<file path="src/rtl/jam_pkg.sv">
// jam_pkg: shared defaults and FSM state type for the job-assignment cost arbiter
package jam_pkg;
    localparam int IDXW_DEF      = 3;
    localparam int CW_DEF        = 7;
    localparam int MAX_BURST_DEF = 8;
    typedef enum logic {ARB, LOCK} state_t;
endpackage

</file>
<file path="src/rtl/jam_rr_pick.sv">
// jam_rr_pick: combinational round-robin picker, first set request at or above ptr with wrap
module jam_rr_pick #(
    parameter int N  = 2,
    parameter int PW = $clog2(N)
) (
    input  logic [N-1:0]  req,
    input  logic [PW-1:0] ptr,
    output logic [PW-1:0] idx,
    output logic          found
);
    logic [N-1:0] rot;
    logic [PW:0]  sum;
    always_comb begin
        rot = N'({req, req} >> ptr);
        sum = '0;
        for (int i = N - 1; i >= 0; i--)
            if (rot[i]) sum = (PW+1)'(ptr) + (PW+1)'(i);
        idx   = (sum >= (PW+1)'(N)) ? PW'(sum - (PW+1)'(N)) : PW'(sum);
        found = |req;
    end
endmodule

</file>
<file path="src/rtl/jam_cost_arbiter.sv">
// jam_cost_arbiter: burst-locked round-robin sharing of one cost table among NREQ engines
module jam_cost_arbiter
    import jam_pkg::*;
#(
    parameter int NREQ      = 2,
    parameter int MAX_BURST = MAX_BURST_DEF,
    parameter int IDXW      = IDXW_DEF,
    parameter int CW        = CW_DEF
) (
    input  logic                 CLK,
    input  logic                 RST_N,
    input  logic [NREQ-1:0]      REQ,
    input  logic [NREQ*IDXW-1:0] REQ_W,
    input  logic [NREQ*IDXW-1:0] REQ_J,
    input  logic [NREQ-1:0]      REQ_LAST,
    output logic [NREQ-1:0]      GNT,
    output logic [IDXW-1:0]      W,
    output logic [IDXW-1:0]      J,
    input  logic [CW-1:0]        Cost,
    output logic [NREQ-1:0]      RSP_VALID,
    output logic [CW-1:0]        RSP_COST,
    output logic                 BUSY
);
    localparam int PW = $clog2(NREQ);
    localparam int BW = $clog2(MAX_BURST) + 1;

    state_t          state;
    logic [PW-1:0]   rr_ptr, owner, pick;
    logic            found;
    logic [BW-1:0]   beat_cnt;
    logic [IDXW-1:0] w_sel, j_sel;
    logic            req_sel, last_sel, beat, done;

    jam_rr_pick #(.N(NREQ), .PW(PW)) u_pick (
        .req  (REQ),
        .ptr  (rr_ptr),
        .idx  (pick),
        .found(found)
    );

    always_comb begin
        w_sel    = '0;
        j_sel    = '0;
        req_sel  = 1'b0;
        last_sel = 1'b0;
        for (int k = 0; k < NREQ; k++)
            if (owner == PW'(k)) begin
                w_sel    = REQ_W[k*IDXW +: IDXW];
                j_sel    = REQ_J[k*IDXW +: IDXW];
                req_sel  = REQ[k];
                last_sel = REQ_LAST[k];
            end
    end

    assign BUSY = (state == LOCK);
    assign GNT  = BUSY ? NREQ'(1) << owner : '0;
    assign W    = BUSY ? w_sel : '0;
    assign J    = BUSY ? j_sel : '0;
    assign beat = BUSY && req_sel;
    assign done = beat && (last_sel || beat_cnt == BW'(MAX_BURST - 1));

    always_ff @(posedge CLK or negedge RST_N) begin
        if (!RST_N) begin
            state     <= ARB;
            rr_ptr    <= '0;
            owner     <= '0;
            beat_cnt  <= '0;
            RSP_VALID <= '0;
            RSP_COST  <= '0;
        end else begin
            RSP_VALID <= beat ? GNT : '0;
            if (beat) RSP_COST <= Cost;
            if (state == ARB) begin
                if (found) begin
                    owner    <= pick;
                    beat_cnt <= '0;
                    state    <= LOCK;
                end
            end else if (beat) begin
                beat_cnt <= beat_cnt + 1'b1;
                if (done) begin
                    state  <= ARB;
                    rr_ptr <= (owner == PW'(NREQ - 1)) ? '0 : owner + 1'b1;
                end
            end
        end
    end
endmodule

</file>
<file path="config.mk">
export PLATFORM = sky130hd
export DESIGN_NAME = jam_cost_arbiter
export DESIGN_NICKNAME = d
export VERILOG_FILES = /design/src/rtl/jam_pkg.sv /design/src/rtl/jam_rr_pick.sv /design/src/rtl/jam_cost_arbiter.sv
export SDC_FILE = /design/constraint.sdc
export NUM_CORES = 1
export LEC_CHECK = 0
export ABC_AREA = 1
export BUFFER_PORTS_ARGS = -buffer_cell sky130_fd_sc_hd__buf_4
export CAP_MARGIN = 20
export CORE_ASPECT_RATIO = 1.4
export CORE_UTILIZATION = 38
export DETAILED_ROUTE_END_ITERATION = 8
export GPL_TIMING_DRIVEN = 0
export PLACE_DENSITY = 0.67
export SYNTH_ARGS = -nofsm -noshare
export SYNTH_HDL_FRONTEND = slang
export SYNTH_SLANG_ARGS = --single-unit
</file>
<file path="constraint.sdc">
create_clock -name CLK -period 1.4 [get_ports CLK]
set_input_delay 0.42 -clock CLK [delete_from_list [all_inputs] [get_ports CLK]]
set_output_delay 0.42 -clock CLK [all_outputs]
set_load 0.01 [all_outputs]
</file>
==> results.toml <==
[layout]
layout.nets = 186
final_util = 0.719
final_area_um2 = 1420
antenna_cells = 0
syn_to_final_growth_pct = 75.5
drive_gt1_frac = 0.491

[grt]
grt_pass1_wl_um = 3370
grt_max_degree = 17
grt_pass1_vias = 873
track_usage = 0.214
overflow = 0
grt_antenna_before_repair = 0

[critical_path]
critical_path_required_ns = 0.98
cp.arrival_ns = 1.28
crit_path_end_kind = "output pin"
crit_type = "flip-flop to output pin"
crit_fanout = 7
crit_path_start_kind = "flip-flop"

[sta]
maxSlewHeadroom = 0.822
fin_crit_sh = 1.21
setup_violations = 9
setup_ws_ns = -0.295
fin_setup_tns_ns = -2.25
max_freq_ghz = 0.590
worst_pin_slew_ns = 0.266
finalClockSkew_ns = 0.00781
rsz0062_at_grt = "true"
hold_viol = 0
layout_min_cycle_time_ns = 1.70
maxSlewViolCount = 0

[logic_synthesis]
yosysUniqueCellTypes = 16
ys_seq_area_frac = 0.495
async_reset_ff_frac = 1.00
synth_area_leaders = "dfrtp_1, nand2_1, a22o_1"
ys_seq_elements = 16
yosysTopAreaCell = "dfrtp_1"
synth_edf_count = 0
syn_nets = 125
ys_warn_count = 0
synth_top_area_frac = 0.495
synthCells = 99
yosys-top-cells-count = "nand2_1, dfrtp_1, inv_1, a22o_1, nand3_1"
synth_flop_cell = "dfrtp_1"
synth_most_common_cell = "nand2_1"
syn_area_per_cell_um2 = 8.16
synth_area_um2 = 808

[pwr]
p_leak_uw = 0.000794
powerDensity_nw_per_um2 = 2170
ir_drop_mv = 1.42

[clock_network]
h-tree-depth = 1
cts_root_buf = "clkbuf_4"
cts_tree = "done"
clk_latency_ns = 0.29
clk_pin_slew_ns = 0.10
clock_sinks = 16
cts_buffers = 3
cts_buffer_depth = 2

[floorplanning]
initial_core_util = 0.410
die_h_um = 56.6
core-area_um2 = 1970
die_x_um = 41.0
io_pins = 43
rows = 19
die-area_um2 = 2320

[drt]
drt-initial-drc-count = 13
route.detailed.drc = 0
vias_per_cell = 4.98
via_count = 897
wire_per_inst_um = 12.8
dr.pass1.iters = 5
ant_nets = 0
finalWirelength_um = 2310

[placed_design]
port_buffers = 42
globalplace.congestion = 0.767
hpwl_um = 1530
place_area_um2 = 1150

[run]
drv_cap = 0

[status]
violations = "negative setup slack"
status = "complete, but fails checks"

[worst_hold_path]
hp-class = "input pin to flip-flop"
-- cell families after synthesis --
logic type / synth area share
simple gates: 0.311
compound gates: 0.108
buf+inv: 0.0697
fa+ha+maj: 0.0155
flops: 0.495
-- cell type report --
cell class,instances,area (µm²)
Buffer,2,26.3
Clock buffer,4,36.3
Inverter,9,41.3
Sequential cell,16,403
Timing Repair Buffer,56,482
Fill cell,156,554
Multi-Input combinational cell,72,404
Tap cell,21,26.3
-- per-stage QoR --
stage               power (µW)  hold slack, ns  std cells  setup slack, ns
floorplan                 1570           0.124         99           0.0132
global placement          2130           0.290        162          -0.0997
detailed placement        2150           0.290        162           -0.115
CTS                       2840           0.318        177           -0.293
global route              3300           0.316        180           -0.322
finish                    3070           0.312        180           -0.295
-- worst paths after layout --
path / slack (ns) / to / startpoint / cells past startpoint
setup / recovery: -0.30 / W[2] / BUSY / 4
hold / removal: 0.31 / RSP_COST[5] / Cost[5] / 3
setup reg to reg: 0.09 / BUSY / owner / 8
hold reg to reg: 0.49 / RSP_COST[2] / RSP_COST[2] / 2
max in group asynchronous: 0.68 / owner / RST_N / 2
min in group asynchronous: 0.51 / BUSY / RST_N / 2
-- cells in the final DEF (no fill, tap or decap) --
| master | n |
|---|---|
| nand3_1 | 4 |
| inv_2 | 2 |
| inv_1 | 5 |
| nand2_2 | 1 |
| o21ai_4 | 1 |
| inv_6 | 1 |
| buf_8 | 1 |
| nand4_1 | 1 |
| buf_6 | 12 |
| nor2_1 | 4 |
| dfrtp_2 | 2 |
| clkbuf_16 | 1 |
| a21oi_4 | 1 |
| dlygate4sd3_1 | 1 |
| ha_1 | 1 |
| dfrtp_1 | 14 |
| inv_4 | 1 |
| nor3_1 | 1 |
| nand2_1 | 42 |
| o21ai_0 | 2 |
| buf_4 | 43 |
| a22o_1 | 6 |
| clkbuf_4 | 3 |
| clkbuf_8 | 1 |
| nand3_2 | 3 |
| nand2_4 | 5 |
-- layer usage --
metal  vias to the layer above  track usage  share of wire
met2                        41        0.386           0.54
met5                         -            0              0
met1                       415        0.201           0.35
met3                         6       0.0435          0.089
li1                        435            -              -
met4                         0        0.110          0.019
-- power breakdown --
group / leakage, µW / internal, µW / switching [µW] / total (µW)
logic: 0.000574 / 1040 / 878 / 1920
registers: 0.000199 / 667 / 178 / 845
clock network: 0.0000210 / 159 / 152 / 310
-- worst max-delay path, cell delays in order (launching register included) --
cell and delay [ns]:
dfrtp_2 0.48, nand2_4 0.10, inv_6 0.04, a22o_1 0.23, buf_6 0.13
-- state kept, by name (all words and copies together), names as in the netlist --
signal,flops
RSP_VALID,2
beat_cnt,4
BUSY,1
rr_ptr,1
owner,1
RSP_COST,7
-- repair_timing --
action	CTS	global route
buffers inserted	10	5
hold endpoints to repair	16	0
resized for setup	20	13
hold buffers	1	0
gates cloned	0	2
pin swaps	4	4
endpoints found under the setup margin	8	23
No activity file was read; power rests on OpenSTA's default activity.
